===== src/rtl/not16_byte_serial_pkg.sv =====
// not16_byte_serial_pkg: shared state encodings and byte-select helper for the
// byte-serial 16-bit inverter. State 2'd3 is unused and decodes back to IDLE.
package not16_byte_serial_pkg;

  localparam logic [1:0] ST_IDLE   = 2'd0;
  localparam logic [1:0] ST_FIRST  = 2'd1;
  localparam logic [1:0] ST_SECOND = 2'd2;

  // Pick the high or low byte of a 16-bit word.
  function automatic logic [7:0] select_byte(input logic [15:0] word, input logic high);
    select_byte = high ? word[15:8] : word[7:0];
  endfunction

endpackage


===== src/rtl/not16_byte_serial_if.sv =====
// not16_byte_serial_if: valid/ready word input and byte output of the
// byte-serial inverter. The slave modport is the block, master is its
// environment (word producer plus byte sink).
interface not16_byte_serial_if;

  logic [15:0] in_data;
  logic        in_valid;
  logic        in_ready;
  logic [7:0]  out_data;
  logic        out_valid;
  logic        out_ready;
  logic        out_last;

  modport slave (
    input  in_data,
    input  in_valid,
    output in_ready,
    output out_data,
    output out_valid,
    input  out_ready,
    output out_last
  );

  modport master (
    output in_data,
    output in_valid,
    input  in_ready,
    input  out_data,
    input  out_valid,
    output out_ready,
    input  out_last
  );

endinterface


===== src/rtl/not16_byte_serial_not8.sv =====
// not16_byte_serial_not8: the 8-bit NOT slice reused for both bytes of a word.
module not16_byte_serial_not8 (
  input  logic [7:0] a,
  output logic [7:0] y
);

  // Plain bitwise complement of one byte.
  always_comb begin
    y = ~a;
  end

endmodule


===== src/rtl/not16_byte_serial.sv =====
// not16_byte_serial: accepts a 16-bit word and emits its complement as two
// 8-bit beats, the second tagged with out_last. LOW_FIRST selects which byte
// goes out first.
// Optional feature macro NOT16_SKID_EN: accept the next word during the final
// beat so words stream back to back without passing through IDLE.
module not16_byte_serial
  import not16_byte_serial_pkg::*;
#(
  parameter bit LOW_FIRST = 1'b1
) (
  input  logic                    clk,
  input  logic                    reset,
  not16_byte_serial_if.slave      bus
);

  logic [1:0]  state_q, state_d;
  logic [15:0] word_q, word_d;
  logic        in_xfer;
  logic        out_xfer;
  logic        sel_high;
  logic [7:0]  slice_in;
  logic [7:0]  slice_out;

  // Handshake outputs are decoded from state; only the skid path adds out_ready.
  always_comb begin
    bus.in_ready  = 1'b0;
    bus.out_valid = 1'b0;
    bus.out_last  = 1'b0;
    case (state_q)
      ST_IDLE: begin
        bus.in_ready = 1'b1;
      end
      ST_FIRST: begin
        bus.out_valid = 1'b1;
      end
      ST_SECOND: begin
        bus.out_valid = 1'b1;
        bus.out_last  = 1'b1;
`ifdef NOT16_SKID_EN
        bus.in_ready  = bus.out_ready;
`endif
      end
      default: begin
        bus.in_ready = 1'b0;
      end
    endcase
  end

  // Choose which byte of the held word feeds the shared NOT slice.
  always_comb begin
    sel_high = 1'b0;
    if (state_q == ST_FIRST) begin
      sel_high = !LOW_FIRST;
    end else if (state_q == ST_SECOND) begin
      sel_high = LOW_FIRST;
    end
    slice_in = select_byte(word_q, sel_high);
  end

  not16_byte_serial_not8 u_not8 (
    .a (slice_in),
    .y (slice_out)
  );

  // Output byte is zero whenever no beat is being offered.
  always_comb begin
    bus.out_data = bus.out_valid ? slice_out : 8'h00;
  end

  // Next-state and word capture; the word only changes on an input transfer.
  always_comb begin
    in_xfer  = bus.in_valid && bus.in_ready;
    out_xfer = bus.out_valid && bus.out_ready;
    word_d   = in_xfer ? bus.in_data : word_q;
    state_d  = state_q;
    case (state_q)
      ST_IDLE: begin
        if (in_xfer) begin
          state_d = ST_FIRST;
        end
      end
      ST_FIRST: begin
        if (out_xfer) begin
          state_d = ST_SECOND;
        end
      end
      ST_SECOND: begin
        if (out_xfer) begin
          state_d = in_xfer ? ST_FIRST : ST_IDLE;
        end
      end
      default: begin
        state_d = ST_IDLE;
      end
    endcase
  end

  // State and holding register; reset discards any partially sent word.
  always_ff @(posedge clk or posedge reset) begin
    if (reset) begin
      state_q <= ST_IDLE;
      word_q  <= 16'h0000;
    end else begin
      state_q <= state_d;
      word_q  <= word_d;
    end
  end

endmodule

===== src/flat_wrapper.sv =====
// flat-port wrapper written by rule: the top's interface ports become plain ports
module not16_byte_serial_flat import not16_byte_serial_pkg::*;
#(
  parameter bit LOW_FIRST = 1'b1
)
  (clk, reset, bus_in_data, bus_in_valid, bus_in_ready, bus_out_data, bus_out_valid, bus_out_ready, bus_out_last);
  not16_byte_serial_if bus_i ();
  input  logic clk;
  input  logic reset;
  input wire logic [$bits(bus_i.in_data)-1:0] bus_in_data;
  input wire logic [$bits(bus_i.in_valid)-1:0] bus_in_valid;
  output wire logic [$bits(bus_i.in_ready)-1:0] bus_in_ready;
  output wire logic [$bits(bus_i.out_data)-1:0] bus_out_data;
  output wire logic [$bits(bus_i.out_valid)-1:0] bus_out_valid;
  input wire logic [$bits(bus_i.out_ready)-1:0] bus_out_ready;
  output wire logic [$bits(bus_i.out_last)-1:0] bus_out_last;
  assign bus_i.in_data = bus_in_data;
  assign bus_i.in_valid = bus_in_valid;
  assign bus_in_ready = bus_i.in_ready;
  assign bus_out_data = bus_i.out_data;
  assign bus_out_valid = bus_i.out_valid;
  assign bus_i.out_ready = bus_out_ready;
  assign bus_out_last = bus_i.out_last;
  not16_byte_serial #(.LOW_FIRST(LOW_FIRST)) u_core (.clk(clk), .reset(reset), .bus(bus_i));
endmodule

===== config.mk =====
export PLATFORM = sky130hd
export DESIGN_NAME = not16_byte_serial_flat
export DESIGN_NICKNAME = d
export VERILOG_FILES = /design/src/rtl/not16_byte_serial_pkg.sv /design/src/rtl/not16_byte_serial_if.sv /design/src/rtl/not16_byte_serial_not8.sv /design/src/rtl/not16_byte_serial.sv /design/src/flat_wrapper.sv
export SDC_FILE = /design/constraint.sdc
export NUM_CORES = 1
export LEC_CHECK = 0
export BUFFER_PORTS_ARGS = -buffer_cell sky130_fd_sc_hd__buf_2
export CAP_MARGIN = 10
export CORE_MARGIN = 4
export CORE_UTILIZATION = 40
export DETAILED_ROUTE_END_ITERATION = 10
export PLACE_DENSITY_LB_ADDON = 0.08
export SETUP_SLACK_MARGIN = 0.15
export SKIP_LAST_GASP = 1
export SYNTH_ARGS = -nofsm -noshare
export SYNTH_HDL_FRONTEND = slang
export SYNTH_SLANG_ARGS = --single-unit

===== constraint.sdc =====
create_clock -name clk -period 1.77 [get_ports clk]
set_clock_uncertainty 0.05 [all_clocks]
set_input_delay 0.354 -clock clk [delete_from_list [all_inputs] [get_ports clk]]
set_output_delay 0.354 -clock clk [all_outputs]
set_load 0.005 [all_outputs]

==> results.toml <==
[timing]
worstMarginPinSlew_ns = 0.283
finalMaxSlewViolations = 0
fin_crit_ns = 1.86
final-setup-viol-count = 11
max_freq_mhz = 536
setup_slack_ns = -0.0949
whs_ns = 0.0269
period_share_pct = 105
hold_violations = 0
slew_headroom_pct = 81.1
rsz0062_at_grt = "yes"

[drt]
drt_first_pass_iters = 4
drtIter0Drc = 4
routed_wl_um = 1990
ant_nets = 0
drc = 0
routedWlPerCell_um = 14.2
via_per_inst = 4.84
vias = 677

[grt]
use_met1_pct = 15.8
grt_max_degree = 19
grt_busiest_layer = "met2"
use_met3_pct = 4.14
grt_pass1_wl_um = 3220
gr-total-overflow = 0
use_met2_pct = 20.7
antenna_found_initial = 0
grt_usage_pct = 12.7
grt_pass1_vias = 731

[final_layout]
fin_area_mm2 = 0.00135
layout-drive-gt1-share_pct = 67.0
diodes = 0
stdcell_count = 140
finalNetCount = 139
area_growth_pct = 40.8

[worst_setup_path]
cp_cell_sequence = "inv_2, buf_6, ha_4, buf_6, and2_1, buf_2"
cp_slowest_cell = "dfrtp_1"
path_max_fanout = 5
cp.required_ns = 1.37
crit_buf_inv = 4
cp_data_arrival_time_ns = 1.46
worstSetupPathType = "flip-flop to output port"
worst_path_most_repeated_cell = "buf_6"
critical-path-top-delay-family = "buffers and inverters"
endpoint_kind = "output port"
start_kind = "flip-flop"
critPathMaxStageDelay_ns = 0.40

[logic_synthesis]
yosys.cell_count.top_type = "dfrtp_1"
synth_sequential_area_ratio_pct = 47.1
syn_nets = 92
synth_commonest_cells = "dfrtp_1, mux2_4, and2_1, mux2i_1, mux2_2"
synth_edf_count = 0
synth_cells = 67
synth_warnings = 0
synth_top_area_share_pct = 47.1
ys_seq_elements = 18
async_flop_share_pct = 100
ys_types = 14
yosysTopAreaCell = "dfrtp_1"
avgSynthCellArea_um2 = 14.3
synth-main-ff-cell = "dfrtp_1"
synth_area_leaders = "dfrtp_1, mux2_4, mux2i_1"
syn_area_um2 = 956

[clock_network]
insertion_delay_ns = 0.28
clock_path_buffers = 2
clkSinkCount = 18
htree_num_levels = 1
cts_made_buffers = 3
postCtsHoldBufs = 0
clk_pin_slew_worst_paths_ns = 0.10
cts_tree = "done"
clockRootBuffer = "clkbuf_4"

[place]
io_buffers = 30
pre_cts_ws_ns = 0.0790
placed_cells = 128
hpwl_um = 1330
place.gp.congestion = 0.612
place_area_mm2 = 0.00115

[floorplanning]
die_height_um = 56.9
dieArea_mm2 = 0.00324
die_w_um = 56.9
initial_utilization_pct = 42.8
core_area_mm2 = 0.00223
fp-row-count = 17
io_pins = 31

[pwr]
power.total_mw = 2.58
p_leak_nw = 0.676
peakVddDrop_v = 0.00105
power_density_mw_per_mm2 = 1910

[run_status]
outcome = "complete, but fails checks"
violations = "setup timing"

[hold_path]
hold_path.class = "primary input to asynchronous set/reset pin"

[flow_run]
drv_cap = 0
-- state kept, by name (all words and copies together), names as in the netlist --
name and count:
u_core.word_q 16, u_core.state_q 2
-- kinds of logic (layout without fill, tap and decap cells) --
logic type	count (synthesis)	after routing	synth area share (%)
AO/OA/AOI/OAI	4	4	3.40
adder cells (fa/ha/maj)	5	5	6.54
buffers and inverters	6	51	4.19
flip-flops	18	18	47.1
multiplexers	25	25	32.3
AND/OR/NAND/NOR	9	9	6.41
-- per-layer routing --
metal	part of all wire (%)	up-vias
met4	0.71	0
met1	40	337
met5	0	-
met2	53	20
li1	-	318
met3	6.1	2
-- final timing paths --
check                           slack [ns]           endpoint  cells past startpoint               from
worst max-delay path                 -0.09    bus_out_data[4]                      6  u_core.state_q[0]
worst min register to register        0.47  u_core.word_q[12]                      1  u_core.word_q[12]
worst min-delay path                  0.03   u_core.word_q[9]                      3              reset
max in group asynchronous             1.43  u_core.state_q[1]                      3              reset
min in group clk                      0.25   u_core.word_q[0]                      2     bus_in_data[0]
worst max register to register       -0.04  u_core.state_q[1]                      9  u_core.state_q[0]
-- layout make-up --
class                           instances  area [um2]
Clock buffer                            3        22.5
Multi-Input combinational cell         43         512
Sequential cell                        18         452
Fill cell                             189         887
Tap cell                               28        35.0
Inverter                                4        15.0
Timing Repair Buffer                   44         310
-- cell usage in the layout (no fill, tap or decap) --
master     count
ha_1           2
inv_2          2
mux2i_1        8
mux2_2         7
ha_4           3
and2_4         2
and2_1         6
a21oi_2        1
inv_1          2
o21ai_0        1
o21a_1         1
buf_4          6
mux2_4        10
buf_2         26
nand2_4        1
dfrtp_2        1
buf_6         12
dfrtp_1       17
clkbuf_4       3
a2bb2oi_2      1
-- stage by stage --
step	setup TNS, ns	util [%]
4_1_cts	-0.727	56.9
5_1_grt	-1.71	60.3
6_report	-0.791	60.3
2_1_floorplan	0	-
3_5_place_dp	0	51.7
3_3_place_gp	0	51.7
-- where the power goes --
| group | total, mW | internal [mW] | switching [mW] |
|---|---|---|---|
| logic | 1.64 | 1.06 | 0.579 |
| registers | 0.747 | 0.623 | 0.125 |
| clock network | 0.193 | 0.0788 | 0.114 |
| total | 2.58 | 1.76 | 0.817 |
-- tightest hold or removal path, cell delays in order --
cell   delay (ns)
buf_2        0.10
inv_1        0.05
buf_4        0.24
-- what timing repair did --
action / 4_1_cts / 5_1_grt
pin swaps: 1 / 7
setup buffers: 6 / 3
endpoints found under the setup margin: 10 / 11
resized for setup: 11 / 12
No activity file was read; power rests on OpenSTA's default activity.
